### config.mk
export PLATFORM = sky130hd
export DESIGN_NAME = apb4_plic_claimer
export DESIGN_NICKNAME = d
export VERILOG_FILES = /design/src/rtl/apb4_plic_claimer.sv
export SDC_FILE = /design/constraint.sdc
export NUM_CORES = 1
export LEC_CHECK = 0
export CORE_MARGIN = 1
export CORE_UTILIZATION = 35
export CTS_BUF_LIST = sky130_fd_sc_hd__clkbuf_8
export CTS_CLUSTER_DIAMETER = 50
export DETAILED_ROUTE_END_ITERATION = 12
export PLACE_DENSITY = 0.8
export REMOVE_ABC_BUFFERS = 1
export SYNTH_ARGS = -nofsm -noshare
export SYNTH_HDL_FRONTEND = slang
export SYNTH_SLANG_ARGS = --single-unit
### constraint.sdc
create_clock -name pclk -period 3.9 [get_ports pclk]
set_input_delay 0.78 -clock pclk [delete_from_list [all_inputs] [get_ports pclk]]
set_output_delay 0.78 -clock pclk [all_outputs]
set_load 0.005 [all_outputs]
### src/rtl/apb4_plic_claimer.sv
// APB4 initiator that claims PLIC interrupts for one hart context, hands the ID to the core and writes it back on completion.
// Optional ACCESS-phase timeout is built in when APB4_PLIC_CLAIMER_TIMEOUT_EN is defined.
module apb4_plic_claimer #(
  parameter logic [31:0] PLIC_BASE      = 32'h0000_0000,
  parameter logic [31:0] CLAIMCOMP_OFS  = 32'h24,
  parameter int unsigned ID_WIDTH       = 5,
  parameter int unsigned TIMEOUT_CYCLES = 255
) (
  input  logic                pclk,
  input  logic                presetn,
  input  logic                irq_i,
  output logic [31:0]         paddr,
  output logic [2:0]          pprot,
  output logic                psel,
  output logic                penable,
  output logic                pwrite,
  output logic [31:0]         pwdata,
  output logic [3:0]          pstrb,
  input  logic                pready,
  input  logic [31:0]         prdata,
  input  logic                pslverr,
  output logic                id_valid_o,
  output logic [ID_WIDTH-1:0] id_o,
  input  logic                id_ready_i,
  input  logic                cmpl_valid_i,
  output logic                cmpl_ready_o,
  output logic                busy_o,
  output logic                err_o,
  output logic [7:0]          spur_cnt_o
);

  localparam logic [31:0] CLAIM_ADDR = PLIC_BASE + CLAIMCOMP_OFS;
  localparam int unsigned SPUR_W     = 8;

  typedef enum logic [2:0] {
    IDLE       = 3'd0,
    CLM_SETUP  = 3'd1,
    CLM_ACCESS = 3'd2,
    DELIVER    = 3'd3,
    WAIT_CMPL  = 3'd4,
    CMP_SETUP  = 3'd5,
    CMP_ACCESS = 3'd6
  } state_e;

  state_e              state_q, state_d;
  logic [ID_WIDTH-1:0] id_q, id_d;
  logic [SPUR_W-1:0]   spur_q, spur_d;
  logic [31:0]         paddr_q, paddr_d;
  logic [31:0]         pwdata_q, pwdata_d;
  logic [3:0]          pstrb_q, pstrb_d;
  logic                psel_q, psel_d;
  logic                penable_q, penable_d;
  logic                pwrite_q, pwrite_d;
  logic                id_valid_q, id_valid_d;
  logic                cmpl_ready_q, cmpl_ready_d;
  logic                busy_q, busy_d;
  logic                err_q, err_d;
  logic                timeout_c;
  logic                in_access_c;
  logic                unused_c;

  assign in_access_c = (state_q == CLM_ACCESS) || (state_q == CMP_ACCESS);
  assign unused_c    = ^{prdata[31:ID_WIDTH], 32'(TIMEOUT_CYCLES)};

`ifdef APB4_PLIC_CLAIMER_TIMEOUT_EN
  localparam int unsigned TO_W = ($clog2(TIMEOUT_CYCLES + 1) > 8) ? $clog2(TIMEOUT_CYCLES + 1) : 8;

  logic [TO_W-1:0] to_cnt_q, to_cnt_d;

  // Counts stalled ACCESS cycles; reads as zero on the first cycle of each ACCESS phase.
  always_comb begin
    to_cnt_d = '0;
    if (in_access_c && !pready) to_cnt_d = to_cnt_q + TO_W'(1);
  end

  assign timeout_c = in_access_c && !pready && (to_cnt_q == TO_W'(TIMEOUT_CYCLES - 1));

  always_ff @(posedge pclk or negedge presetn) begin
    if (!presetn) to_cnt_q <= '0;
    else          to_cnt_q <= to_cnt_d;
  end
`else
  assign timeout_c = 1'b0;
`endif

  // Next state plus the registered-output values that the next state implies.
  always_comb begin
    state_d      = state_q;
    id_d         = id_q;
    spur_d       = spur_q;
    paddr_d      = paddr_q;
    err_d        = 1'b0;
    psel_d       = 1'b0;
    penable_d    = 1'b0;
    pwrite_d     = 1'b0;
    pwdata_d     = '0;
    pstrb_d      = 4'h0;
    id_valid_d   = 1'b0;
    cmpl_ready_d = 1'b0;
    busy_d       = 1'b0;

    case (state_q)
      IDLE:       if (irq_i) state_d = CLM_SETUP;
      CLM_SETUP:  state_d = CLM_ACCESS;
      CLM_ACCESS: begin
        if (pready) begin
          if (pslverr) begin
            err_d   = 1'b1;
            state_d = IDLE;
          end else begin
            id_d = prdata[ID_WIDTH-1:0];
            if (prdata[ID_WIDTH-1:0] == '0) begin
              if (spur_q != '1) spur_d = spur_q + SPUR_W'(1);
              state_d = IDLE;
            end else begin
              state_d = DELIVER;
            end
          end
        end else if (timeout_c) begin
          err_d   = 1'b1;
          state_d = IDLE;
        end
      end
      DELIVER:    if (id_ready_i) state_d = WAIT_CMPL;
      WAIT_CMPL:  if (cmpl_valid_i) state_d = CMP_SETUP;
      CMP_SETUP:  state_d = CMP_ACCESS;
      CMP_ACCESS: begin
        if (pready) begin
          err_d   = pslverr;
          state_d = IDLE;
        end else if (timeout_c) begin
          err_d   = 1'b1;
          state_d = IDLE;
        end
      end
      default:    state_d = IDLE;
    endcase

    // Address is loaded at each SETUP and then simply held.
    if (state_d == CLM_SETUP || state_d == CMP_SETUP) paddr_d = CLAIM_ADDR;

    psel_d       = state_d inside {CLM_SETUP, CLM_ACCESS, CMP_SETUP, CMP_ACCESS};
    penable_d    = state_d inside {CLM_ACCESS, CMP_ACCESS};
    pwrite_d     = state_d inside {CMP_SETUP, CMP_ACCESS};
    pwdata_d     = pwrite_d ? 32'(id_d) : 32'h0;
    pstrb_d      = pwrite_d ? 4'hF : 4'h0;
    id_valid_d   = (state_d == DELIVER);
    cmpl_ready_d = (state_d == WAIT_CMPL);
    busy_d       = (state_d != IDLE);
  end

  always_ff @(posedge pclk or negedge presetn) begin
    if (!presetn) begin
      state_q      <= IDLE;
      id_q         <= '0;
      spur_q       <= '0;
      paddr_q      <= '0;
      pwdata_q     <= '0;
      pstrb_q      <= 4'h0;
      psel_q       <= 1'b0;
      penable_q    <= 1'b0;
      pwrite_q     <= 1'b0;
      id_valid_q   <= 1'b0;
      cmpl_ready_q <= 1'b0;
      busy_q       <= 1'b0;
      err_q        <= 1'b0;
    end else begin
      state_q      <= state_d;
      id_q         <= id_d;
      spur_q       <= spur_d;
      paddr_q      <= paddr_d;
      pwdata_q     <= pwdata_d;
      pstrb_q      <= pstrb_d;
      psel_q       <= psel_d;
      penable_q    <= penable_d;
      pwrite_q     <= pwrite_d;
      id_valid_q   <= id_valid_d;
      cmpl_ready_q <= cmpl_ready_d;
      busy_q       <= busy_d;
      err_q        <= err_d;
    end
  end

  assign paddr        = paddr_q;
  assign pprot        = 3'b000;
  assign psel         = psel_q;
  assign penable      = penable_q;
  assign pwrite       = pwrite_q;
  assign pwdata       = pwdata_q;
  assign pstrb        = pstrb_q;
  assign id_valid_o   = id_valid_q;
  assign id_o         = id_q;
  assign cmpl_ready_o = cmpl_ready_q;
  assign busy_o       = busy_q;
  assign err_o        = err_q;
  assign spur_cnt_o   = spur_q;

endmodule

==> impl_metrics.yaml <==
yosys:
  synth_edf_count: 0
  yosys_most_used_dff: "dfrtp_1"
  synth_top_family_by_area: "buffers and inverters"
  synth-xor-area-share: 0.0303
  synthArstFlopShare: 1.00
  ys_seq_elements: 29
  synth_mux_area_frac: 0.0447
  syn_avg_cell_area_um2: 10.5
  synth_compound_area_frac: 0.0548
  syn_area_mm2: 0.00174
  synthCells: 166
  ys_seq_area_frac: 0.418
  synth_fa_ha_area_frac: 0.00721
  synthSimpleGateAreaFrac: 0.134
  yosys_warnings: 0
  ys_types: 33
setup_path:
  path_cells: "clkdlybuf4s50_1, or4_4, or4b_4, nor2_1, mux2_1"
  required_ns: 4.07
  crit_buf_inv: 1
  cp_data_arrival_time_ns: 2.89
  crit_fanout: 7
  crit_family: "simple AND/OR/NAND/NOR gates"
  max_stage_delay_ns: 0.59
  cp_slowest_cell: "or4b_4"
  r2r_start: "state_q[2]"
  cp-start-kind: "input pin"
  crit-reg2reg-capture: "spur_cnt_o[1]"
  cp-end-kind: "register"
  rrSetupSlack_ns: 1.76
  worstSetupPathType: "in -> reg"
  r2r_cells: 4
drt:
  vias_per_cell: 3.94
  drt_wl_total_mm: 2.78
  drcViolationCount: 0
  drtPass1Iterations: 4
  via_count: 1083
  drt-initial-drc-count: 29
  routedWlPerCell_um: 10.1
  final_antenna_net_count: 0
timing:
  hold_viol_final: 0
  rsz0062_at_grt: "false"
  clock_skew_ns: 0.00495
  setup_slack_ns: 1.17
  worst_pin_slew_ns: 0.745
  relSlewSlack: 0.498
  min_period_ns: 2.73
  fin_setup_tns_ns: 0
  fmax_ghz: 0.367
  drv_slew: 0
  timing.final.crit_share: 0.699
  setup_viol: 0
cells_and_area:
  multi_input_area_um2: 696
  regArea_um2: 726
  layout_common_cells: "conb_1, clkdlybuf4s50_1, dfrtp_1"
  area_delta_synth_final_pct: 17.0
  fillers: 476
  layout_commonest_cell: "conb_1"
  num-nets-final: 247
  n_antenna_cell: 0
  drive_gt1_frac: 0.0913
  utilization: 0.427
place:
  port_buffers: 42
  dp_slack_ns: 0.870
  dpl.hpwl_mm: 2.09
  finalWeightedCongestion: 0.772
grt:
  grt_max_degree: 30
  antenna_found_initial: 0
  grt_overflow: 0
  grt_use_total: 0.115
  grt_pass1_wl_mm: 4.36
  grt_pass1_vias: 964
power:
  leakagePower_nw: 1.00
  peakVddDrop_mv: 0.159
  powerDensity_mw_per_mm2: 506
clock_network:
  cts_sinks: 29
  cts.path.max_buffers: 2
  h-tree-depth: 2
  cts_tree: "built"
  clk_pin_slew_ns: 0.06
  hold_buffers: 0
  cts-resized-gates: 0
  clkLatencyLatePin_ns: 0.28
  postCtsSetupRepairBufs: 0
  cts_buffers: 5
  clockRootBuffer: "clkbuf_8"
floorplanning:
  die_w_um: 72.4
  initial_utilization: 0.365
  die_h_um: 72.4
  io_pins: 130
  core_area_mm2: 0.00475
  die_area_mm2: 0.00524
  fp-row-count: 25
worst_hold_path:
  hold_class: "reg -> reg"
  hp-start: "spur_cnt_o[7]"
  min_to: "spur_cnt_o[7]"
  hold_depth: 1
flow_run:
  maxCapViolCount: 0
outcome:
  outcome: "finished, final reports clean"
[layer usage]
| metal | routed length (um) | global-route usage | up-vias |
|---|---|---|---|
| met1 | 1120 | 0.120 | 503 |
| met5 | 0 | 0 | - |
| li1 | - | - | 508 |
| met4 | 65 | 0.0654 | 0 |
| met3 | 232 | 0.0472 | 6 |
| met2 | 1360 | 0.194 | 66 |
[power by group]
| part | internal [mW] | switching [mW] | leakage, nW | total [mW] |
|---|---|---|---|---|
| clock | 0.120 | 0.109 | 0.0491 | 0.230 |
| combinational | 0.216 | 0.139 | 0.575 | 0.355 |
| sequential | 0.381 | 0.0618 | 0.377 | 0.443 |
[Yosys cell counts, types with 2 or more instances]
library cell | number | area share
nand4_1 | 2 | 0.0072
a21oi_1 | 2 | 0.0058
nand2_1 | 6 | 0.013
nor2_1 | 6 | 0.013
nor3_1 | 3 | 0.0086
nand3_1 | 3 | 0.0086
inv_1 | 4 | 0.0086
xor2_1 | 6 | 0.030
nor3b_1 | 2 | 0.0086
nor4b_2 | 3 | 0.026
nor4_1 | 2 | 0.0072
o21ai_0 | 5 | 0.014
nor2b_1 | 5 | 0.018
dfrtp_1 | 29 | 0.42
buf_4 | 66 | 0.29
mux2_2 | 5 | 0.032
[per-stage QoR]
step	cell area, um^2	instances	power (mW)	hold slack (ns)
after floorplan	1440	157	0.599	0.484
after global placement	1950	267	0.797	0.472
after detailed placement	1950	267	0.806	0.488
after CTS	2030	275	1.04	0.497
after global routing	2030	275	1.10	0.518
final	2030	275	1.03	0.490
[worst register-to-register path, stage by stage (launching register included)]
cell	delay (ns)
dfrtp_1	0.49
nor4b_2	0.42
or4b_4	0.57
nor2_1	0.21
mux2_1	0.34
[state kept, by name, indices dropped and copies added, names as in the netlist, 3 cells and up]
name,flops
id_o,5
state_q,3
pwdata,5
spur_cnt_o,8
[cell type report]
type                    instances  area share
well taps                      67      0.0413
inverters                       4     0.00739
clock inverters                 3     0.00678
clock buffers                   5      0.0339
repair buffers                 43       0.211
multi-input cells             124       0.343
flip-flops and latches         29       0.357
[cells by family after synthesis]
group	after synthesis
xor gates and xnor gates	6
and+or+nand+nor	36
muxes	7
other	1
adders and majority gates	1
DFF	29
buffers and inverters	72
AOI/OAI and AO/OA	14
[how the worst max path moves through the flow]
| stage | from | to | cells after the start |
|---|---|---|---|
| 2_1_floorplan | prdata[2] | spur_cnt_o[1] | 4 |
| 3_3_place_gp | prdata[2] | spur_cnt_o[1] | 5 |
| 3_5_place_dp | prdata[2] | spur_cnt_o[1] | 5 |
| 4_1_cts | prdata[2] | spur_cnt_o[1] | 5 |
| 5_1_grt | prdata[2] | spur_cnt_o[1] | 5 |
| 6_report | prdata[1] | spur_cnt_o[1] | 5 |
No activity file was read; power rests on OpenSTA's default activity.
